--- config.mk ---
export PLATFORM = sky130hd
export DESIGN_NAME = mem_arbiter
export DESIGN_NICKNAME = d
export VERILOG_FILES = /design/src/rtl/cpu_types_pkg.sv /design/src/rtl/arb_select.sv /design/src/rtl/mem_arbiter.sv
export SDC_FILE = /design/constraint.sdc
export NUM_CORES = 1
export LEC_CHECK = 0
export ABC_AREA = 1
export CAP_MARGIN = 20
export CORE_AREA = 2 2 131 133
export CTS_CLUSTER_DIAMETER = 80
export DETAILED_ROUTE_END_ITERATION = 10
export DIE_AREA = 0 0 133 135
export PLACE_DENSITY = 0.67
export SKIP_CTS_REPAIR_TIMING = 1
export SLEW_MARGIN = 20
export SYNTH_ARGS = -nofsm -noshare
export SYNTH_HDL_FRONTEND = slang
export SYNTH_SLANG_ARGS = --single-unit
--- constraint.sdc ---
create_clock -name CLK -period 2.69 [get_ports CLK]
set_input_delay 0.6725 -clock CLK [delete_from_list [all_inputs] [get_ports CLK]]
set_output_delay 0.6725 -clock CLK [all_outputs]
set_load 0.005 [all_outputs]
--- src/rtl/cpu_types_pkg.sv ---
// Shared types for the memory arbiter: RAM status encoding, arbiter FSM states
// and the kind of access a grant refers to.
package cpu_types_pkg;

    typedef enum logic [1:0] {
        RAM_FREE   = 2'd0,
        RAM_BUSY   = 2'd1,
        RAM_ACCESS = 2'd2,
        RAM_ERROR  = 2'd3
    } ramstate_t;

    typedef enum logic [1:0] {
        ST_IDLE = 2'd0,
        ST_BUSY = 2'd1,
        ST_DONE = 2'd2
    } arb_state_t;

    typedef enum logic [1:0] {
        SRC_IFETCH = 2'd0,
        SRC_DREAD  = 2'd1,
        SRC_DWRITE = 2'd2
    } src_t;

    localparam int NUM_CORES = 2;
    localparam int ADDR_W    = 32;

    // Within one core data beats instruction, and a read+write pair is a write.
    function automatic src_t core_src(input logic dren, input logic dwen);
        src_t s;
        if (dwen)      s = SRC_DWRITE;
        else if (dren) s = SRC_DREAD;
        else           s = SRC_IFETCH;
        return s;
    endfunction

endpackage

--- src/rtl/arb_select.sv ---
// Combinational source selector: picks one pending core and the access kind.
// Built with ARB_ROUND_ROBIN_EN the caller feeds a rotating priority core.
module arb_select
    import cpu_types_pkg::*;
(
    input  logic [NUM_CORES-1:0] iren,
    input  logic [NUM_CORES-1:0] dren,
    input  logic [NUM_CORES-1:0] dwen,
    input  logic                 prio_core,
    output logic                 gnt_valid,
    output logic                 gnt_core,
    output src_t                 gnt_src
);

    logic [NUM_CORES-1:0] pend;

    always_comb begin
        pend      = iren | dren | dwen;
        gnt_valid = |pend;
        gnt_core  = 1'b0;
        if (pend == 2'b11) begin
            gnt_core = prio_core;
        end else if (pend[1]) begin
            gnt_core = 1'b1;
        end
        gnt_src = core_src(dren[gnt_core], dwen[gnt_core]);
    end

endmodule

--- src/rtl/mem_arbiter.sv ---
// Two-core memory arbiter: IDLE grants one source, BUSY runs the RAM access,
// DONE gives the requester one cycle to move on. Option: ARB_ROUND_ROBIN_EN.
module mem_arbiter
    import cpu_types_pkg::*;
#(
    parameter int TIMEOUT_CYC = 255
) (
    input  logic                         CLK,
    input  logic                         Rst,
    input  logic [NUM_CORES-1:0]         iREN,
    input  logic [NUM_CORES-1:0]         dREN,
    input  logic [NUM_CORES-1:0]         dWEN,
    input  logic [NUM_CORES-1:0][31:0]   iaddr,
    input  logic [NUM_CORES-1:0][31:0]   daddr,
    input  logic [NUM_CORES-1:0][31:0]   dstore,
    output logic [NUM_CORES-1:0]         iwait,
    output logic [NUM_CORES-1:0]         dwait,
    output logic [31:0]                  load,
    output logic                         ramREN,
    output logic                         ramWEN,
    output logic [ADDR_W-1:0]            ramaddr,
    output logic [31:0]                  ramstore,
    input  logic [31:0]                  ramload,
    input  logic [1:0]                   ramstate,
    output logic                         err,
    output arb_state_t                   dbg_state
);

    localparam int CNT_W = $clog2(TIMEOUT_CYC + 1);

    arb_state_t       state_q, state_d;
    logic             gcore_q, gcore_d;
    src_t             gsrc_q, gsrc_d;
    logic [CNT_W-1:0] cnt_q, cnt_d;
    logic             err_q, err_d;

    logic      prio_core;
    logic      sel_valid;
    logic      sel_core;
    src_t      sel_src;
    logic      gnt_active;
    ramstate_t ram_st;

    assign ram_st = ramstate_t'(ramstate);

`ifdef ARB_ROUND_ROBIN_EN
    logic rr_ptr_q, rr_ptr_d;

    always_comb begin
        rr_ptr_d = rr_ptr_q;
        if (state_q == ST_DONE) begin
            rr_ptr_d = ~gcore_q;
        end
    end

    always_ff @(posedge CLK) begin
        if (Rst) rr_ptr_q <= 1'b0;
        else     rr_ptr_q <= rr_ptr_d;
    end

    assign prio_core = rr_ptr_q;
`else
    assign prio_core = 1'b0;
`endif

    arb_select u_sel (
        .iren      (iREN),
        .dren      (dREN),
        .dwen      (dWEN),
        .prio_core (prio_core),
        .gnt_valid (sel_valid),
        .gnt_core  (sel_core),
        .gnt_src   (sel_src)
    );

    always_comb begin
        case (gsrc_q)
            SRC_DWRITE: gnt_active = dWEN[gcore_q];
            SRC_DREAD:  gnt_active = dREN[gcore_q];
            default:    gnt_active = iREN[gcore_q];
        endcase
    end

    // Handshake: a request bit is held high until its wait bit goes low for one
    // cycle (the completing cycle); wait mirrors request at every other time.
    always_comb begin
        state_d  = state_q;
        gcore_d  = gcore_q;
        gsrc_d   = gsrc_q;
        cnt_d    = cnt_q;
        err_d    = 1'b0;
        ramREN   = 1'b0;
        ramWEN   = 1'b0;
        ramaddr  = '0;
        ramstore = '0;
        iwait    = iREN;
        dwait    = dREN | dWEN;

        case (state_q)
            ST_IDLE: begin
                if (sel_valid) begin
                    gcore_d = sel_core;
                    gsrc_d  = sel_src;
                    cnt_d   = '0;
                    state_d = ST_BUSY;
                end
            end
            ST_BUSY: begin
                if (!gnt_active) begin
                    state_d = ST_IDLE;
                end else begin
                    case (gsrc_q)
                        SRC_DWRITE: begin
                            ramWEN   = 1'b1;
                            ramaddr  = daddr[gcore_q];
                            ramstore = dstore[gcore_q];
                        end
                        SRC_DREAD: begin
                            ramREN  = 1'b1;
                            ramaddr = daddr[gcore_q];
                        end
                        default: begin
                            ramREN  = 1'b1;
                            ramaddr = iaddr[gcore_q];
                        end
                    endcase
                    if (ram_st == RAM_ACCESS) begin
                        if (gsrc_q == SRC_IFETCH) iwait[gcore_q] = 1'b0;
                        else                      dwait[gcore_q] = 1'b0;
                        state_d = ST_DONE;
                    end else if (ram_st == RAM_ERROR || cnt_q == CNT_W'(TIMEOUT_CYC - 1)) begin
                        err_d   = 1'b1;
                        state_d = ST_IDLE;
                    end else begin
                        cnt_d = cnt_q + CNT_W'(1);
                    end
                end
            end
            ST_DONE: begin
                state_d = ST_IDLE;
            end
            default: begin
                state_d = ST_IDLE;
            end
        endcase

        // Reset is synchronous, so the registered state may still be BUSY here.
        if (Rst) begin
            ramREN   = 1'b0;
            ramWEN   = 1'b0;
            ramaddr  = '0;
            ramstore = '0;
            iwait    = iREN;
            dwait    = dREN | dWEN;
        end
    end

    always_ff @(posedge CLK) begin
        if (Rst) begin
            state_q <= ST_IDLE;
            gcore_q <= 1'b0;
            gsrc_q  <= SRC_IFETCH;
            cnt_q   <= '0;
            err_q   <= 1'b0;
        end else begin
            state_q <= state_d;
            gcore_q <= gcore_d;
            gsrc_q  <= gsrc_d;
            cnt_q   <= cnt_d;
            err_q   <= err_d;
        end
    end

    assign err       = err_q;
    assign load      = ramload;
    assign dbg_state = state_q;

endmodule

# Word level (Yosys, flattened, before mapping)
# Index checks and enable logic that the tools add are counted.
dict set report totals {
  word_cells 100
  out_inout_bits 105
  in_bits 234
  ff_bits 14
}
dict set report op_classes {
  reduce_logical 11
  n_lt_le_gt_ge 3
  muxes 60
  n_eq_ne 12
  add_sub_neg 1
  bitwise_logic 8
}
# op count
set op_table {}
lappend op_table {{$mux 32} 14}
lappend op_table {{$mux 8} 4}
lappend op_table {{$mux 2} 15}
lappend op_table {{$mux 1} 23}
lappend op_table {{$pmux 8 s2} 1}
lappend op_table {{$add 8x1->8 const B} 1}
lappend op_table {{$eq 2x2->1 const B} 4}
lappend op_table {{$eq 8x8->1 const B} 1}
lappend op_table {{$ne 2x2->1 const B} 4}
lappend op_table {{$or 2x2->2} 3}
lappend op_table {{$reduce_and 5->1} 1}
lappend op_table {{$and 2x2->2} 2}
lappend op_table {{$eq 2x1->1 const B} 2}
lappend op_table {{$logic_not 2->1} 2}
lappend op_table {{$lt 1x2->1 const B} 2}
lappend op_table {{$ne 4x4->1 const B} 1}
lappend op_table {{$pmux 2 s2} 1}
lappend op_table {{$reduce_and 2->1} 2}
lappend op_table {{$reduce_or 2->1} 2}
lappend op_table {{$reduce_or 4->1} 1}
lappend op_table {{$not 1->1} 2}
lappend op_table {{$not 2->2} 1}
lappend op_table {{$pmux 1 s2} 1}
lappend op_table {{$reduce_bool 2->1} 1}
lappend op_table {{other kinds (4)} 4}

# Depth between registers and ports, before layout
dict set report logic_depth {
  depth_word 11
  mapped_depth 10
  depth_no_buf 10
}

# Cells and area by module
# From an unflattened synthesis, not the netlist that was laid out.
dict set report hier_totals {
  hier_cells 556
  area_unflattened_um2 2805.2
}
# module seq_area_each_um2 cells_per_inst n_inst area_each_um2
set by_module_without_submodules {}
lappend by_module_without_submodules {mem_arbiter 280.3 536 1 2713.9}
lappend by_module_without_submodules {arb_select 0.0 20 1 91.3}

# Worst setup path after synthesis
# No wires, ideal clock.
dict set report synth_timing {
  path_type {register to output}
  startpoint {register gsrc_q[0]}
  endpoint {output ramaddr[10]}
  path_slack_ns 0.436
  path_buffers 2
  required_ns 2.017
  arrival_time_ns 1.582
  path_stages_with_launch 11
  cell_sequence {dfxtp_1 > inv_1 > ha_1 > buf_2 > a21oi_2 > a21oi_2 > nand2_2 > inv_2 > nand2_2 > buf_2 > a21oi_1}
}
dict set report synth_between {
  elab_chain_len 6
  elab_cells_between_ends 8
  cone_classes {eq/ne: 2; mux: 5; reduce/logical: 1}
}
# element line
set synth_lines {}
lappend synth_lines {{from (decl)} mem_arbiter.sv:33} ;# src_t gsrc_q, gsrc_d;
lappend synth_lines {{from (signal assigned)} mem_arbiter.sv:168} ;# gsrc_q <= gsrc_d;
lappend synth_lines {{$eq 2x1->1 or $eq 2x2->1 (tied branches)} {mem_arbiter.sv:77, mem_arbiter.sv:112}}
lappend synth_lines {{$reduce_or 2->1 (no source line)} -}
lappend synth_lines {{$mux 32} -}
lappend synth_lines {{$mux 32 *} mem_arbiter.sv:109} ;# if (!gnt_active) begin
lappend synth_lines {{$mux 32 *} mem_arbiter.sv:99} ;# case (state_q)
lappend synth_lines {{$mux 32 *} mem_arbiter.sv:148} ;# if (Rst) begin
lappend synth_lines {{to (decl)} mem_arbiter.sv:21} ;# output logic [ADDR_W-1:0] ramaddr,
# Every way passes the cells marked *; elsewhere a longest branch is shown, timed or not.

# Final worst setup path
dict set report layout_timing {
  startpoint {register gsrc_q[0]}
  endpoint {output ramstore[17]}
}
dict set report layout_between {
  elab_chain_len 5
  elab_cells_between_ends 7
  cone_classes {eq/ne: 2; mux: 5}
}
# element line
set layout_lines {}
lappend layout_lines {{$eq 2x1->1 or $eq 2x2->1 (tied branches)} {mem_arbiter.sv:77, mem_arbiter.sv:112}}
lappend layout_lines {{$pmux 1 s2 or $mux 32 (tied branches)} {mem_arbiter.sv:77, mem_arbiter.sv:112}}
lappend layout_lines {{$mux 32 *} mem_arbiter.sv:109}
lappend layout_lines {{$mux 32 *} mem_arbiter.sv:99}
lappend layout_lines {{$mux 32 *} mem_arbiter.sv:148}
lappend layout_lines {{to (decl)} mem_arbiter.sv:22} ;# output logic [31:0] ramstore,
# Marks and branches as above.

==> results_dict.tcl <==
set metrics [dict create \
    ys_types 24 \
    syn_inst 540 \
    clock_sinks 14 \
    cts_htree_levels 1 \
    core_um2 16400 \
    ff_latch_area_um2 287 \
    maxSlewViolCount 0 \
    mostFrequentLayoutCells "199 x clkdlybuf4s50_1, 159 x nor2_1, 96 x nand2_1" \
    clk_pin_slew_worst_paths_ns 0.05 \
    multi_input_comb_area_um2 2200 \
    grt-ovfl-total 0 \
    grt_pass1_wl_mm 21.2 \
    drc 0 \
    port_buffers 274 \
    failed_checks "negative setup slack" \
    cap_violations 0 \
    die_area_um2 18000 \
    dp_hpwl_mm 11.4 \
    layout_setup_ws_ns -0.250 \
    dr_total_vias 4484 \
    antenna_cells 0 \
    grt_usage 0.145 \
    clk_latency_ns 0.24 \
    fillers 1727 \
    finalHoldViolations 0 \
    start_util 0.173 \
    crit_top_cell "buf_4" \
    grt_antenna_before_repair 0 \
    first_iter_violations 214 \
    p_per_area_nw_per_um2 271 \
    cp.arrival_ns 2.27 \
    nNetsFinal 1053 \
    rows 47 \
    drt_pass1_iterations 4 \
    ant_nets 0 \
    syn-cell-area_um2 2850 \
    syn-num-nets 779 \
    status "complete, but fails checks" \
    period_share 1.09 \
    vdd_drop_max_uv 236 \
    worstPathCellList "inv_2 -> ha_4 -> a21oi_4 -> a21oi_4 -> nand2_2 -> inv_4 -> nand3_4 -> buf_4 -> clkbuf_16 -> buf_4 -> buf_4 -> a21oi_2 -> dlymetal6s2s_1" \
    wl_mm 15.0 \
    grt_pass1_vias 4037 \
    endpoint_kind "output pin" \
    fmax_mhz 340 \
    area_delta_synth_final_pct 121 \
    via_per_inst 4.34 \
    pin_count 339 \
    clock_path_buffers 2 \
    rsz0062_at_grt "yes" \
    seq_area_frac_synth 0.0985 \
    hp-class "flop to flop" \
    critical_path_required_ns 2.02 \
    die_x_um 133 \
    pre_cts_ws_ns -0.683 \
    crit_slowest_cell "dfxtp_2" \
    total_leakage_power_nw 3.17 \
    finClkSkew_ns 0.000743 \
    critical_path_class "flop to output pin" \
    syn_area_per_cell_um2 5.27 \
    critPathMaxStageDelay_ns 0.33 \
    grt_max_degree 52 \
    die_h_um 135 \
    ctsRootBufferMaster "clkbuf_16" \
    place_congestion 0.856 \
    final_layout_size_suffix_gt1_frac 0.210 \
    critPathMaxFanout 5 \
    cts-buffers-inserted 3 \
    finalCriticalPeriod_ns 2.94 \
    cts_tree "done" \
    detail_route.wl_per_cell_um 14.6 \
    slew_headroom 0.744 \
    worst_hold_slack_ns 0.521 \
    cp-start-kind "flop" \
    tightest_slew_ns 0.380 \
    setup_viol 26 \
    total_power_mw 1.70 \
    yosys_warnings 0 \
    synth-seq-cells 14 \
    layout_commonest_cell "clkdlybuf4s50_1" \
]
## registers in the layout (all words and copies together) (netlist names)
name       cells
cnt_q          8
gsrc_q         2
gcore_q        1
err            1
dbg_state      2
## cell usage after synthesis, drive strengths merged
library cell | n | share of area
ha | 5 | 0.022
nand3 | 14 | 0.033
xor2 | 1 | 0.0031
clkbuf | 23 | 0.030
dfxtp | 14 | 0.099
nor3 | 4 | 0.0070
o21ai | 70 | 0.12
a21oi | 75 | 0.17
nor2 | 159 | 0.21
a31oi | 1 | 0.0022
nand3b | 3 | 0.0079
nand2 | 100 | 0.14
inv | 24 | 0.032
buf | 45 | 0.12
or2 | 1 | 0.0022
nand4 | 1 | 0.0022
## per-layer routing
layer	vias up	GRT usage	share of wire
met1	1990	0.178	0.40
met4	0	0.0329	0.018
li1	2249	-	-
met2	217	0.253	0.49
met3	28	0.0375	0.092
met5	-	0	0
## path summary, 6_finish.rpt
kind	from	to	slack (ns)	depth (start not counted)
setup / recovery	gsrc_q[0]	ramstore[17]	-0.25	13
hold / removal	cnt_q[4]	cnt_q[4]	0.52	2
setup reg to reg	cnt_q[0]	cnt_q[3]	0.91	10
hold reg to reg	cnt_q[4]	cnt_q[4]	0.52	2
## stage by stage
stage / setup TNS (ns) / utilization / area, um^2 / std cells
finish: -2.25 / 0.383 / 6280 / 1033
global route: -6.15 / 0.383 / 6280 / 1033
CTS: -37.45 / 0.359 / 5890 / 1008
detailed placement: -36.91 / 0.354 / 5800 / 1004
global placement: -37.50 / 0.354 / 5800 / 1004
floorplan: 0 / - / 2850 / 540
## cell type report
class | count | share of cell area
clock buffer | 4 | 0.0141
inverter | 24 | 0.0147
multi-input combinational | 434 | 0.350
sequential | 14 | 0.0456
tap | 220 | 0.0438
timing repair buffer | 337 | 0.531
## logic make-up after synthesis
| family | Yosys count | share of synthesized area |
|---|---|---|
| adders and majority gates | 5 | 0.0220 |
| and+or+nand+nor | 282 | 0.397 |
| xor gates and xnor gates | 1 | 0.00308 |
| buffers and inverters | 92 | 0.181 |
| DFF | 14 | 0.0985 |
| AOI/OAI and AO/OA | 146 | 0.298 |
## worst max-delay path, delay by kind of cell, from the launching register on
kind            cells  cell delay (ns)
buf+inv             7             0.87
compound gates      3             0.30
fa+ha+maj           1             0.31
simple gates        2             0.21
flops               1             0.33
## report_power, final
part	leakage, nW	total, mW	switching [mW]	internal, mW
Sequential	0.116	0.244	0.0175	0.226
Combinational	3.01	1.14	0.537	0.604
Clock	0.0442	0.316	0.0901	0.226
Total	3.17	1.70	0.645	1.06
(Power assumes the default switching activity.)
==> RTL edit 1: new RTL, same flow settings <==
The parameter `TIMEOUT_CYC` goes from 255 to 510.
--- a/src/rtl/mem_arbiter.sv
+++ b/src/rtl/mem_arbiter.sv
@@ -3,7 +3,7 @@
 module mem_arbiter
     import cpu_types_pkg::*;
 #(
-    parameter int TIMEOUT_CYC = 255
+    parameter int TIMEOUT_CYC = 510
 ) (
     input  logic                         CLK,
     input  logic                         Rst,
Check against the original RTL: same outputs for any inputs over 4 cycles, from zero or initial values and one cycle with Rst high; that may be too few to reach the edited logic, so the function may still have changed.
==> RTL edit 1 against the unedited design <==
The flow still finishes with violations (setup timing); wire length is 5.8% higher; power is 6.2% lower; core utilization is 0.50 points higher; area after synthesis is 6.2% higher; sequential cell count is 1 higher; first-iteration DRC count is 45% higher; sequential share of layout area is 0.30 points higher; final cell count is 0.29% higher; non-clock buffer count is 2 higher; final area is 1.3% higher; critical path depth stayed put; setup slack better by 0.19 ns; critical path type unchanged; critical endpoint is now ramstore[4]; largest power group unchanged.
==> RTL edit 1: results <==
[clock_network]
cts.path.max_buffers = 2
clkLatencyLatePin_ns = 0.25
cts_max_level = 1
path_clk_slew_ns = 0.05
cts_made_buffers = 3
root_buffer = "clkbuf_16"

[status]
status = "complete, but fails checks"
violations = "setup timing"

[global_route]
grt_pass1_wl_um = 22500
grt_pass1_vias = 4238
track_usage = 0.156
grt_antenna_before_repair = 0
grt_max_degree = 55

[power_and_ir_drop]
switchingPower_w = 0.000601
ir_drop_mv = 0.196
p_leak_nw = 3.18

[placement]
globalplace.congestion = 0.837
hpwlAfterDp_um = 12300
post-place-ws_ns = -0.667
portBuffers = 274

[layout]
diodes = 0
drive_gt1_frac = 0.241
regMostFlops = "cnt_q"
nNetsFinal = 1056
largest_reg_flops = 9
fillers = 1674

[sta]
tightest_slew_ns = 0.306
worst_slack_ns = -0.0564
skew_ns = 0.00200
finalSetupViolCount = 18

[worst_setup_path]
worstPathArrival_ns = 2.07
crit_fanout = 8

[synthesis]
synth_common_cells = "226 x nand2_1, 79 x a21oi_1, 37 x buf_4"
synth_nets = 783
synthDistinctLibCells = 29
yosys-top-cells-area = "nand2_1 28%, a21oi_1 13%, dfxtp_1 9.9%, nor3_2 9.6%, buf_4 9.2%"
yosys_warnings = 0
synth_flop_cell = "dfxtp_1"
yosysSeqAreaShare = 0.0994
async_reset_ff_frac = 0

[routing]
wl_per_cell_um = 15.4
vias_per_cell = 4.27
drtIter0Drc = 311
first_pass_iters = 4

[hold_path]
hp-class = "register to register"
-- RTL edit 1: cell families after synthesis --
group                    share of synthesized area
buffers and inverters                        0.171
flip-flops                                  0.0994
AND/OR/NAND/NOR                              0.465
adder cells (fa/ha/maj)                     0.0207
AO/OA/AOI/OAI                                0.241
XOR/XNOR                                   0.00290
-- RTL edit 1: worst max-delay path: stages, from the launching register on --
cell	delay, ns
dfxtp_4	0.36
buf_6	0.10
ha_4	0.14
nand2_1	0.05
nand3_1	0.06
nand3_1	0.09
nand2_2	0.11
nand2_4	0.06
nor2_4	0.17
nand2_4	0.09
buf_4	0.17
clkbuf_16	0.18
a21oi_4	0.12
clkbuf_2	0.13
-- RTL edit 1: area by class of cell --
cell class	count	area [um^2]	share of cell area
clock buffers	4	78.8	0.0124
inverters	22	91.3	0.0144
multi-input cells	436	2330	0.367
well taps	220	275	0.0433
repair buffers	339	3270	0.514
flip-flops and latches	15	309	0.0486
-- RTL edit 1: final timing paths --
check | slack, ns | from | cells after the start | end
worst min-delay path | 0.50 | cnt_q[3] | 2 | cnt_q[3]
worst min register to register | 0.50 | cnt_q[3] | 2 | cnt_q[3]
worst max-delay path | -0.06 | gsrc_q[1] | 13 | ramstore[4]
worst max register to register | 0.87 | cnt_q[1] | 9 | cnt_q[8]
-- RTL edit 1: metal layers --
metal | global-route usage | routed length (um) | vias to the layer above
met5 | 0 | 0 | -
met4 | 0.0329 | 216 | 0
met3 | 0.0319 | 1060 | 16
met2 | 0.281 | 7890 | 191
met1 | 0.191 | 6750 | 1941
li1 | - | - | 2272
-- RTL edit 1: power groups by stage --
stage / logic [W] / registers (W) / clock network (W)
final: 0.00105 / 0.000251 / 0.000293
after global routing: 0.00115 / 0.000253 / 0.000303
after CTS: 0.00102 / 0.000249 / 0.000299
after detailed placement: 0.00101 / 0.000254 / 0
after global placement: 0.00101 / 0.000254 / 0
after floorplan: 0.000465 / 0.000247 / 0
-- RTL edit 1: stage by stage --
| stage | cells | hold WS (ns) | instance area [um^2] | TNS [ns] | utilization |
|---|---|---|---|---|---|
| after floorplan | 544 | 0.461 | 3020 | 0 | - |
| after detailed placement | 1012 | 0.495 | 6020 | -38.78 | 0.367 |
| after global placement | 1012 | 0.502 | 6020 | -38.54 | 0.367 |
| after global routing | 1036 | 0.532 | 6360 | -3.30 | 0.388 |
| final | 1036 | 0.499 | 6360 | -0.493 | 0.388 |
| after CTS | 1016 | 0.502 | 6100 | -39.25 | 0.372 |
==> RTL edit 2: new RTL, config.mk and constraints unchanged <==
Made on the original files. Encoding of `src_t`: now one-hot (3 bits for 3 values).
--- a/src/rtl/cpu_types_pkg.sv
+++ b/src/rtl/cpu_types_pkg.sv
@@ -15,10 +15,10 @@
         ST_DONE = 2'd2
     } arb_state_t;
 
-    typedef enum logic [1:0] {
-        SRC_IFETCH = 2'd0,
-        SRC_DREAD  = 2'd1,
-        SRC_DWRITE = 2'd2
+    typedef enum logic [2:0] {
+        SRC_IFETCH = 3'b001,
+        SRC_DREAD  = 3'b010,
+        SRC_DWRITE = 3'b100
     } src_t;
 
     localparam int NUM_CORES = 2;
Function: same outputs for any inputs over 4 cycles, from zero or initial values and one cycle with Rst high; so few cycles prove little.
==> RTL edit 2 against the unedited design <==
Sequential cell count is 1 higher; core utilization is 0.56 points lower; die area stayed put; clock power is 7.3% lower; area after synthesis is 3.3% higher; final cell count is 0.58% higher; wire length is 1.1% higher; setup slack better by 0.35 ns; global-route usage is 0.087 points lower; power is 3.1% lower; final area is 1.5% lower; critical endpoint is now ramaddr[2]; highest routed layer unchanged.
==> RTL edit 2: results <==
[synthesis]
synth_compound_area_frac = 0.183
yosysSeqAreaShare = 0.102
yosys-top-cells-area = "nand2_1 26%, a21oi_1 13%, nand3_1 11%, dfxtp_1 10%, buf_4 8.4%"
synthDistinctLibCells = 30
synth_adder_area_share = 0.00851
synth-xor-area-share = 0
synth_common_cells = "206 x nand2_1, 79 x a21oi_1, 67 x nand3_1"
synth_nets = 809

[hold_path]
min-delay-start = "gsrc_q[1]"

[power_and_ir_drop]
p_int_w = 0.000999
ir_drop_mv = 0.203

[placement]
hpwlAfterDp_um = 11600
globalplace.congestion = 0.831
dpl_cell_area_um2 = 5830
place_inst = 1026

[global_route]
grt_pass1_vias = 4182
grt_antenna_before_repair = 1
track_usage = 0.144
grt_pass1_wl_um = 21100

[routing]
finalWirelength_um = 15200
vias_per_cell = 4.49
wl_per_cell_um = 14.6
drtIter0Drc = 215
first_pass_iters = 5

[sta]
skew_ns = 0.00659

[worst_setup_path]
reg2reg_from = "gcore_q"
cp-startpoint = "dWEN[1]"

[layout]
drive_gt1_frac = 0.182

[status]
status = "finished, final reports clean"
## RTL edit 2: area by class of cell
cell class,instances,area [um^2]
clock buffers,3,75.1
flip-flops and latches,15,304
repair buffers,312,3080
multi-input cells,459,2330
well taps,220,275
fillers,1718,10200
diodes,1,2.50
clock inverters,1,5.00
inverters,28,110
## RTL edit 2: final timing paths
check        depth (start not counted)          to  slack [ns]
max reg2reg                         11    cnt_q[7]        0.78
min reg2reg                          2   gsrc_q[1]        0.50
min                                  2   gsrc_q[1]        0.50
max                                 12  ramaddr[2]         0.1
## RTL edit 2: logic make-up after synthesis
logic type                 after synthesis
adders and majority gates                2
buffers and inverters                   99
and+or+nand+nor                        354
AOI/OAI and AO/OA                      103
DFF                                     15
## RTL edit 2: worst max-delay path: stages
cell and delay (ns):
dlymetal6s2s_1 0.10, nand2_1 0.06, nand2_1 0.09, nand2_2 0.07, nand3_4 0.09, nand3_4 0.09
nor2_4 0.13, buf_6 0.13, inv_4 0.06, clkbuf_16 0.17, nor3_2 0.11, dlymetal6s2s_1 0.15
## RTL edit 2: routing by layer
layer	global-route usage	part of all wire	vias to the layer above
met3	0.0327	0.082	22
met1	0.168	0.39	2101
met4	0.0293	0.017	0
li1	-	-	2327
met5	0	0	-
met2	0.269	0.51	212
## RTL edit 2: power groups by stage
stage | logic [W] | clock network [W] | registers, W
after global placement | 0.00101 | 0 | 0.000283
final | 0.00107 | 0.000293 | 0.000282
after CTS | 0.00102 | 0.000297 | 0.000279
after global routing | 0.00118 | 0.000307 | 0.000285
after floorplan | 0.000504 | 0 | 0.000272
after detailed placement | 0.00101 | 0 | 0.000284
## RTL edit 2: stage by stage
stage / hold slack, ns / utilization / total power (W) / setup WS, ns
finish: 0.502 / 0.377 / 0.00165 / 0.0952
global route: 0.530 / 0.377 / 0.00178 / -0.0567
CTS: 0.502 / 0.360 / 0.00159 / -0.707
detailed placement: 0.495 / 0.355 / 0.00130 / -0.706
global placement: 0.490 / 0.355 / 0.00129 / -0.695
floorplan: 0.472 / - / 0.000777 / 0.426
